<file path="src/rtl/count_bcd_display.sv">
// ---------------------------------------------------------------------------
// count_bcd_display
//
// Samples an 8-bit counter value, converts it to three BCD digits with a
// sequential shift-add-3 (double-dabble) engine, and drives a time-multiplexed
// 4-digit seven-segment display from the converted digits.  A new conversion
// is started only when the sampled value differs from the last captured one
// (or once after reset).
//
// Optional feature macro: SIGNED_DISPLAY_EN
//   defined   : value is two's complement; the magnitude is converted and the
//               sign digit (an[3]) shows '-' for negative values.
//   undefined : value is unsigned 0..255; neg is tied low, sign digit blank.
//
// Parameters:
//   SCAN_DIV   clock cycles each digit stays lit (2..65535)
//
// Ports:
//   clk        rising-edge clock
//   reset      synchronous, active-high reset
//   value      [7:0] counter value to display
//   bcd_hund   [3:0] hundreds digit of the last conversion
//   bcd_tens   [3:0] tens digit of the last conversion
//   bcd_ones   [3:0] ones digit of the last conversion
//   neg        last conversion was negative
//   conv_done  one-cycle pulse when the BCD outputs update
//   seg        [6:0] active-high segments {g,f,e,d,c,b,a}
//   an         [3:0] one-hot digit enable; an[0] = ones, an[3] = sign
// ---------------------------------------------------------------------------
module count_bcd_display #(
    parameter int unsigned SCAN_DIV = 16
) (
    input  logic       clk,
    input  logic       reset,
    input  logic [7:0] value,
    output logic [3:0] bcd_hund,
    output logic [3:0] bcd_tens,
    output logic [3:0] bcd_ones,
    output logic       neg,
    output logic       conv_done,
    output logic [6:0] seg,
    output logic [3:0] an
);

    // -----------------------------------------------------------------------
    // Constants
    // -----------------------------------------------------------------------
    localparam logic [1:0] ST_IDLE  = 2'd0;
    localparam logic [1:0] ST_SHIFT = 2'd1;
    localparam logic [1:0] ST_LOAD  = 2'd2;

    localparam logic [6:0] SEG_BLANK = 7'b0000000;
    localparam logic [6:0] SEG_DASH  = 7'b1000000;
    localparam logic [6:0] SEG_ZERO  = 7'b0111111;

    localparam logic [15:0] DIV_LAST = 16'(SCAN_DIV - 1);

    // -----------------------------------------------------------------------
    // Glyph lookup for a single decimal digit
    // -----------------------------------------------------------------------
    function automatic logic [6:0] f_glyph(input logic [3:0] d);
        logic [6:0] g;
        case (d)
            4'd0:    g = 7'b0111111;
            4'd1:    g = 7'b0000110;
            4'd2:    g = 7'b1011011;
            4'd3:    g = 7'b1001111;
            4'd4:    g = 7'b1100110;
            4'd5:    g = 7'b1101101;
            4'd6:    g = 7'b1111101;
            4'd7:    g = 7'b0000111;
            4'd8:    g = 7'b1111111;
            4'd9:    g = 7'b1101111;
            default: g = 7'b0000000;
        endcase
        return g;
    endfunction

    // -----------------------------------------------------------------------
    // Conversion engine state
    // -----------------------------------------------------------------------
    logic [1:0]  r_state;
    logic        r_first_pending;
    logic [7:0]  r_last_src;
    logic [19:0] r_shift;
    logic [2:0]  r_bit_cnt;
    logic [3:0]  r_bcd_hund;
    logic [3:0]  r_bcd_tens;
    logic [3:0]  r_bcd_ones;
    logic        r_conv_done;
    logic        r_neg;

    logic [7:0]  w_mag;
    logic        w_changed;
    logic [19:0] w_adj;
    logic [19:0] w_shift_next;

`ifdef SIGNED_DISPLAY_EN
    logic        r_src_neg;

    // Two's-complement magnitude; 8'h80 wraps to 8'h80, read as unsigned 128.
    assign w_mag = value[7] ? (~value + 8'd1) : value;
`else
    assign w_mag = value;
`endif

    assign w_changed = r_first_pending || (value != r_last_src);

    // Add-3 correction on each BCD nibble (bits 19:8) ahead of the shift.
    always_comb begin
        w_adj = r_shift;
        for (int unsigned i = 0; i < 3; i++) begin
            if (r_shift[8 + 4*i +: 4] >= 4'd5) begin
                w_adj[8 + 4*i +: 4] = r_shift[8 + 4*i +: 4] + 4'd3;
            end
        end
    end

    assign w_shift_next = w_adj << 1;

    always_ff @(posedge clk) begin
        if (reset) begin
            r_state         <= ST_IDLE;
            r_first_pending <= 1'b1;
            r_last_src      <= '0;
            r_shift         <= '0;
            r_bit_cnt       <= '0;
            r_bcd_hund      <= '0;
            r_bcd_tens      <= '0;
            r_bcd_ones      <= '0;
            r_conv_done     <= 1'b0;
            r_neg           <= 1'b0;
`ifdef SIGNED_DISPLAY_EN
            r_src_neg       <= 1'b0;
`endif
        end else begin
            r_conv_done <= 1'b0;
            case (r_state)
                ST_IDLE: begin
                    if (w_changed) begin
`ifdef SIGNED_DISPLAY_EN
                        r_src_neg       <= value[7];
`endif
                        r_shift         <= {12'b0, w_mag};
                        r_bit_cnt       <= '0;
                        r_last_src      <= value;
                        r_first_pending <= 1'b0;
                        r_state         <= ST_SHIFT;
                    end
                end

                ST_SHIFT: begin
                    r_shift   <= w_shift_next;
                    r_bit_cnt <= r_bit_cnt + 3'd1;
                    if (r_bit_cnt == 3'd7) begin
                        r_state <= ST_LOAD;
                    end
                end

                ST_LOAD: begin
                    r_bcd_hund  <= r_shift[19:16];
                    r_bcd_tens  <= r_shift[15:12];
                    r_bcd_ones  <= r_shift[11:8];
`ifdef SIGNED_DISPLAY_EN
                    r_neg       <= r_src_neg;
`else
                    r_neg       <= 1'b0;
`endif
                    r_conv_done <= 1'b1;
                    r_state     <= ST_IDLE;
                end

                default: begin
                    r_state <= ST_IDLE;
                end
            endcase
        end
    end

    assign bcd_hund  = r_bcd_hund;
    assign bcd_tens  = r_bcd_tens;
    assign bcd_ones  = r_bcd_ones;
    assign conv_done = r_conv_done;
`ifdef SIGNED_DISPLAY_EN
    assign neg       = r_neg;
`else
    assign neg       = 1'b0;
`endif

    // -----------------------------------------------------------------------
    // Display scan
    // -----------------------------------------------------------------------
    logic [15:0] r_div;
    logic [1:0]  r_digit;
    logic [6:0]  r_seg;
    logic [3:0]  r_an;

    logic        w_div_tc;
    logic [1:0]  w_digit_next;
    logic [6:0]  w_seg_next;

    assign w_div_tc     = (r_div == DIV_LAST);
    assign w_digit_next = r_digit + 2'd1;

    // Glyph for the digit about to be lit, with leading-zero blanking.
    always_comb begin
        w_seg_next = SEG_BLANK;
        case (w_digit_next)
            2'd0: w_seg_next = f_glyph(r_bcd_ones);
            2'd1: w_seg_next = (r_bcd_hund == 4'd0 && r_bcd_tens == 4'd0)
                               ? SEG_BLANK : f_glyph(r_bcd_tens);
            2'd2: w_seg_next = (r_bcd_hund == 4'd0)
                               ? SEG_BLANK : f_glyph(r_bcd_hund);
            2'd3: w_seg_next = r_neg ? SEG_DASH : SEG_BLANK;
            default: w_seg_next = SEG_BLANK;
        endcase
    end

    always_ff @(posedge clk) begin
        if (reset) begin
            r_div   <= '0;
            r_digit <= '0;
            r_an    <= 4'b0001;
            r_seg   <= SEG_ZERO;
        end else if (w_div_tc) begin
            r_div   <= '0;
            r_digit <= w_digit_next;
            r_an    <= 4'b0001 << w_digit_next;
            r_seg   <= w_seg_next;
        end else begin
            r_div   <= r_div + 16'd1;
        end
    end

    assign seg = r_seg;
    assign an  = r_an;

endmodule

</file>
<file path="config.mk">
export PLATFORM = sky130hd
export DESIGN_NAME = count_bcd_display
export DESIGN_NICKNAME = d
export VERILOG_FILES = /design/src/rtl/count_bcd_display.sv
export SDC_FILE = /design/constraint.sdc
export NUM_CORES = 1
export LEC_CHECK = 0
export CAP_MARGIN = 20
export CELL_PAD_IN_SITES_DETAIL_PLACEMENT = 1
export CELL_PAD_IN_SITES_GLOBAL_PLACEMENT = 2
export CORE_UTILIZATION = 33
export DETAILED_ROUTE_END_ITERATION = 10
export PLACE_DENSITY_LB_ADDON = 0.1
export SYNTH_ARGS = -nofsm -noshare
export SYNTH_HDL_FRONTEND = slang
export SYNTH_SLANG_ARGS = --single-unit
export TNS_END_PERCENT = 10
</file>
<file path="constraint.sdc">
create_clock -name clk -period 1.8 [get_ports clk]
set_input_delay 0.36 -clock clk [delete_from_list [all_inputs] [get_ports clk]]
set_output_delay 0.36 -clock clk [all_outputs]
set_load 0.01 [all_outputs]
</file>
**Word-level counts from Yosys, hierarchy flattened**

Memories as Yosys holds them, arrays and structs flattened. A register that Yosys moved wholly into a read port is not among the register bits.
Index checks and enable logic that the tools add are counted.
W data, S select, Z words.

- Output and inout port bits: 25
- Register bits after elaboration: 76
- Bits in writable memories: 0
- Logic and storage cells: 67
- Bits in latches: 0
- Memories: 3
- ROM bits: 336

Memories:

| memory | words | bits a word | read ports | clocked after Yosys merged registers in | wr ports | line | source |
|---|---|---|---|---|---|---|---|
| (no name shown) | 16 | 7 | 1 | 1 | 0 | 63 | `case (d)` |
| (no name shown) | 16 | 7 | 1 | 1 | 0 | 63 |  |
| (no name shown) | 16 | 7 | 1 | 1 | 0 | 63 |  |

- $add $sub $neg: 6
- Div/mod/pow operators: 0
- $mul: 0
- Shift operators: 1
- Equal/unequal tests: 10
- Magnitude comparators: 3
- Muxes and demuxes: 20
- Reduce and logical (&&, ||, !) cells: 11
- Bitwise logic cells: 0

Operator list:

| cell | count |
|---|---|
| $pmux W20 S2 | 1 |
| $mux W4 | 8 |
| $pmux W7 S4 | 1 |
| $mux W20 | 1 |
| $add A16 B1 Y16 const B | 1 |
| $eq A16 B4 Y1 const B | 1 |
| $mux W7 | 2 |
| $ge A4 B3 Y1 const B | 3 |
| $add A4 B2 Y4 const B | 2 |
| $logic_not A4 Y1 | 2 |
| $ne A8 B8 Y1 | 1 |
| $eq A2 B2 Y1 const B | 3 |
| $mux W3 | 2 |
| $pmux W3 S2 | 1 |
| $reduce_and A2 Y1 | 3 |
| $eq A2 B1 Y1 const B | 2 |
| $logic_not A2 Y1 | 2 |
| $mux W2 | 2 |
| $ne A2 B2 Y1 const B | 2 |
| $pmux W2 S2 | 1 |
| $shl A1 B2 Y4 const A | 1 |
| $add A3 B1 Y3 const B | 1 |
| $add A3 B2 Y3 const B | 1 |
| $eq A3 B3 Y1 const B | 1 |
| 6 further kinds | 6 |

**Depth between registers and ports, before layout**

- Word-level depth: 4
- Mapped depth: 10

**Least setup slack after synthesis**

Ideal clock, no wire load.

- Path kind: register -> register
- Start point: reg r_state[1]
- End point: reg with a tool-made name
- Setup slack: -0.004 ns
- Data arrival time: 1.678 ns
- Cell stages (with the launch flop): 10
- Buffers on the path: 3
- Data required time: 1.674 ns
- Cells stage by stage: dfxtp_1 > buf_6 > nor2b_4 > buf_6 > buf_8 > mux2i_1 > or2_4 > ha_1 > a211oi_1 > a21oi_1

RTL lines:

| item | line | source |
|---|---|---|
| from (decl) | 82 | `logic [1:0] r_state;` |
| from (signal assigned) | 123 | `r_state <= ST_IDLE;` |
| from (signal assigned) | 148 | `r_state <= ST_SHIFT;` |
| from (signal assigned) | 156 | `r_state <= ST_LOAD;` |

==> impl_metrics.toml <==
[worst_setup_path]
path_max_fanout = 13
crit_path_cell_trace = "nor2b_4, buf_12, mux2i_2, nor2_2, ha_1, a211oi_1, a21oi_1"
slowest_stage = "ha_1"
crit_path_end_kind = "register"
critPathMaxStageDelay_ns = 0.33
crit_path_start_kind = "register"
ff2ff_path_depth = 7
arrival_ns = 2.00
timing.rr.start = "r_state[1]"
required_ns = 2.03
crit_start = "r_state[1]"
crit_type = "register to register"

[timing]
finalClockSkew_ns = 0.00768
setup_violations = 0
timing.final.ws_setup_ns = 0.0361
final_max_slew_viol_count = 0
worst_slew_pin_slew_ns = 0.530
slew_headroom_pct = 64.6
fmax_ghz = 0.567
period_share_pct = 98.0
hold_violations = 0
min_period_ns = 1.76
rsz0062_at_grt = "yes"

[synthesis]
synth_ff_type = "dfxtp_1"
syn_area_sq_um = 4650
synth_edf_count = 0
synth.ff_latch_count = 97
synth_largest_area_cell = "dfxtp_1"
yosysSeqAreaShare_pct = 41.8
synth_nets = 550
postSynthCellCount = 509
synth_cell_types = 53
netlist.area_leader.share_pct = 41.8
synth_area_leaders = "dfxtp_1 (42%), ha_1 (8.3%), mux2i_1 (6.0%), nor2_1 (4.5%), o21ai_0 (3.8%)"
async_flop_share_pct = 0
avgSynthCellArea_sq_um = 9.13
ys_warn_count = 0

[grt]
first_global_vias = 3844
overflow = 0
grt_pass1_wl_mm = 18.7
antenna_found_initial = 0
grt_max_degree = 27
track_usage_pct = 16.5

[floorplan]
initial_core_util_pct = 33.6
die_h_microns = 121
die_area_sq_um = 14600
rows = 43
die-width_microns = 121
io_pins = 35
fp.coreArea_sq_um = 13800

[worst_hold_path]
min_path_cells = 4
worstHoldStart = "value[0]"
hold_path.class = "input pin to register"

[finish]
drive_gt1_share_pct = 18.3
finalNetCount = 614
diodes = 0
fill_cells = 1591
finalInstanceArea_sq_um = 5860
syn_to_final_growth_pct = 26.0
final_util_pct = 42.4

[place]
port_buffers = 33
pre_cts_ws_ns = -0.394
gp_congestion = 0.781
place_area_sq_um = 5410
dp_hpwl_mm = 8.24

[route]
drc_errors = 0
drt-pass1-iter-count = 4
wl_mm = 11.2
drt_iter0_drc = 102
avgViaCountPerCell = 4.91
ant_nets = 0
avgRoutedWirePerCell_microns = 14.8
vias = 3718

[clock_network]
root_buffer = "clkbuf_16"
cts-buffers-inserted = 9
cts_tree = "built"
clk_pin_slew_ns = 0.07
clock_latency_ns = 0.35
cts_max_level = 3
cts_sinks = 97
cts_buffer_depth = 2

[outcome]
status = "finished, final reports clean"

[power]
peakVddDrop_mv = 0.439
cellLeakagePower_nw = 2.34
powerDensity_nw_per_um2 = 772

[run]
cap_violations = 0
-- power by group --
part	switching (mW)	total, mW	internal [mW]
clock	0.819	2.01	1.19
sequential	0.0302	2.22	2.19
combinational	0.165	0.294	0.129
total	1.01	4.52	3.51
-- cell type report --
| type | instances | area (sq um) | area share (%) |
|---|---|---|---|
| clock buffer | 14 | 274 | 4.68 |
| clock inverter | 2 | 35.0 | 0.598 |
| inverter | 24 | 90.1 | 1.54 |
| multi-input combinational | 361 | 2550 | 43.6 |
| sequential | 97 | 1950 | 33.3 |
| tap | 180 | 225 | 3.85 |
| timing repair buffer | 80 | 729 | 12.5 |
-- cells in the final DEF (no fill, tap or decap), types with 4 or more instances in the layout --
master and instances:
buf_4 41, nor4_1 4, o22ai_1 17, nand3_1 5, or3_1 6, inv_2 6, a31oi_1 7, xor2_1 13
clkdlybuf4s50_1 25, a21oi_1 29, nor2_1 51, a22oi_1 4, nand4_1 4, dlymetal6s2s_1 7, inv_1 18, nand2_1 31
nand3b_1 10, nor2_2 10, mux2i_1 24, nand2b_1 6, dfxtp_1 92, o21ai_0 35, a221o_1 5, xnor2_1 12
ha_1 31, clkbuf_16 9, dfxtp_2 5, nor2b_1 5
-- cells in the mapped netlist (6+ instances only) --
library cell / count
nand2_1: 31
mux2i_1: 28
nor2_1: 56
o21ai_0: 35
inv_1: 21
or3_1: 6
nor2_2: 6
ha_1: 31
clkbuf_1: 14
a21oi_1: 29
nand2b_1: 6
xor2_1: 16
o22ai_1: 17
nand3b_1: 10
a31oi_1: 7
dfxtp_1: 97
xnor2_1: 12
-- path summary, 6_finish.rpt --
path / end / slack [ns]
worst max-delay path: register / 0.04
worst min-delay path: r_last_src[0] / 0.43
worst max register to register: register / 0.04
worst min register to register: seg[6] / 0.46
-- per-stage QoR --
| step | cells | hold WS (ns) | power [mW] | TNS [ns] |
|---|---|---|---|---|
| 3_5_place_dp | 741 | 0.451 | 2.55 | -10.02 |
| 4_1_cts | 757 | 0.465 | 4.59 | 0 |
| 3_3_place_gp | 741 | 0.440 | 2.54 | -9.52 |
| 6_report | 758 | 0.431 | 4.52 | 0 |
| 5_1_grt | 758 | 0.468 | 4.72 | -0.233 |
| 2_1_floorplan | 509 | 0.426 | 2.44 | -0.00622 |
-- critical path: cells and delay by family, from the launching register on --
family          cells  cell delay, ns
buf+inv             1            0.17
simple gates        2            0.24
fa+ha+maj           1            0.33
compound gates      2            0.31
mux                 1            0.28
flops               1            0.32
-- timing repair --
action,CTS,global route
gates resized for setup,4,32
hold buffers,0,0
buffers inserted,0,0
gates cloned,0,1
pin swaps,0,10
setup endpoints to repair,12,50
-- routing by layer --
layer | GRT usage, % | wire length, microns | vias up
met5 | 0 | 0 | -
met4 | 7.79 | 220 | 0
met3 | 2.92 | 227 | 12
met2 | 27.2 | 5220 | 31
met1 | 20.7 | 5510 | 1788
li1 | - | - | 1887
-- cells by family (layout without fill, tap and decap cells) --
logic type | count (synthesis) | count (layout) | share of synthesized area [%]
and+or+nand+nor | 153 | 153 | 16.8
AOI/OAI and AO/OA | 120 | 120 | 16.3
DFF | 97 | 97 | 41.8
buffers and inverters | 51 | 120 | 5.41
adders and majority gates | 31 | 31 | 8.34
xor gates and xnor gates | 28 | 28 | 5.27
muxes | 28 | 28 | 6.03
other | 1 | 1 | 0.0807
No activity file was read; power rests on OpenSTA's default activity.
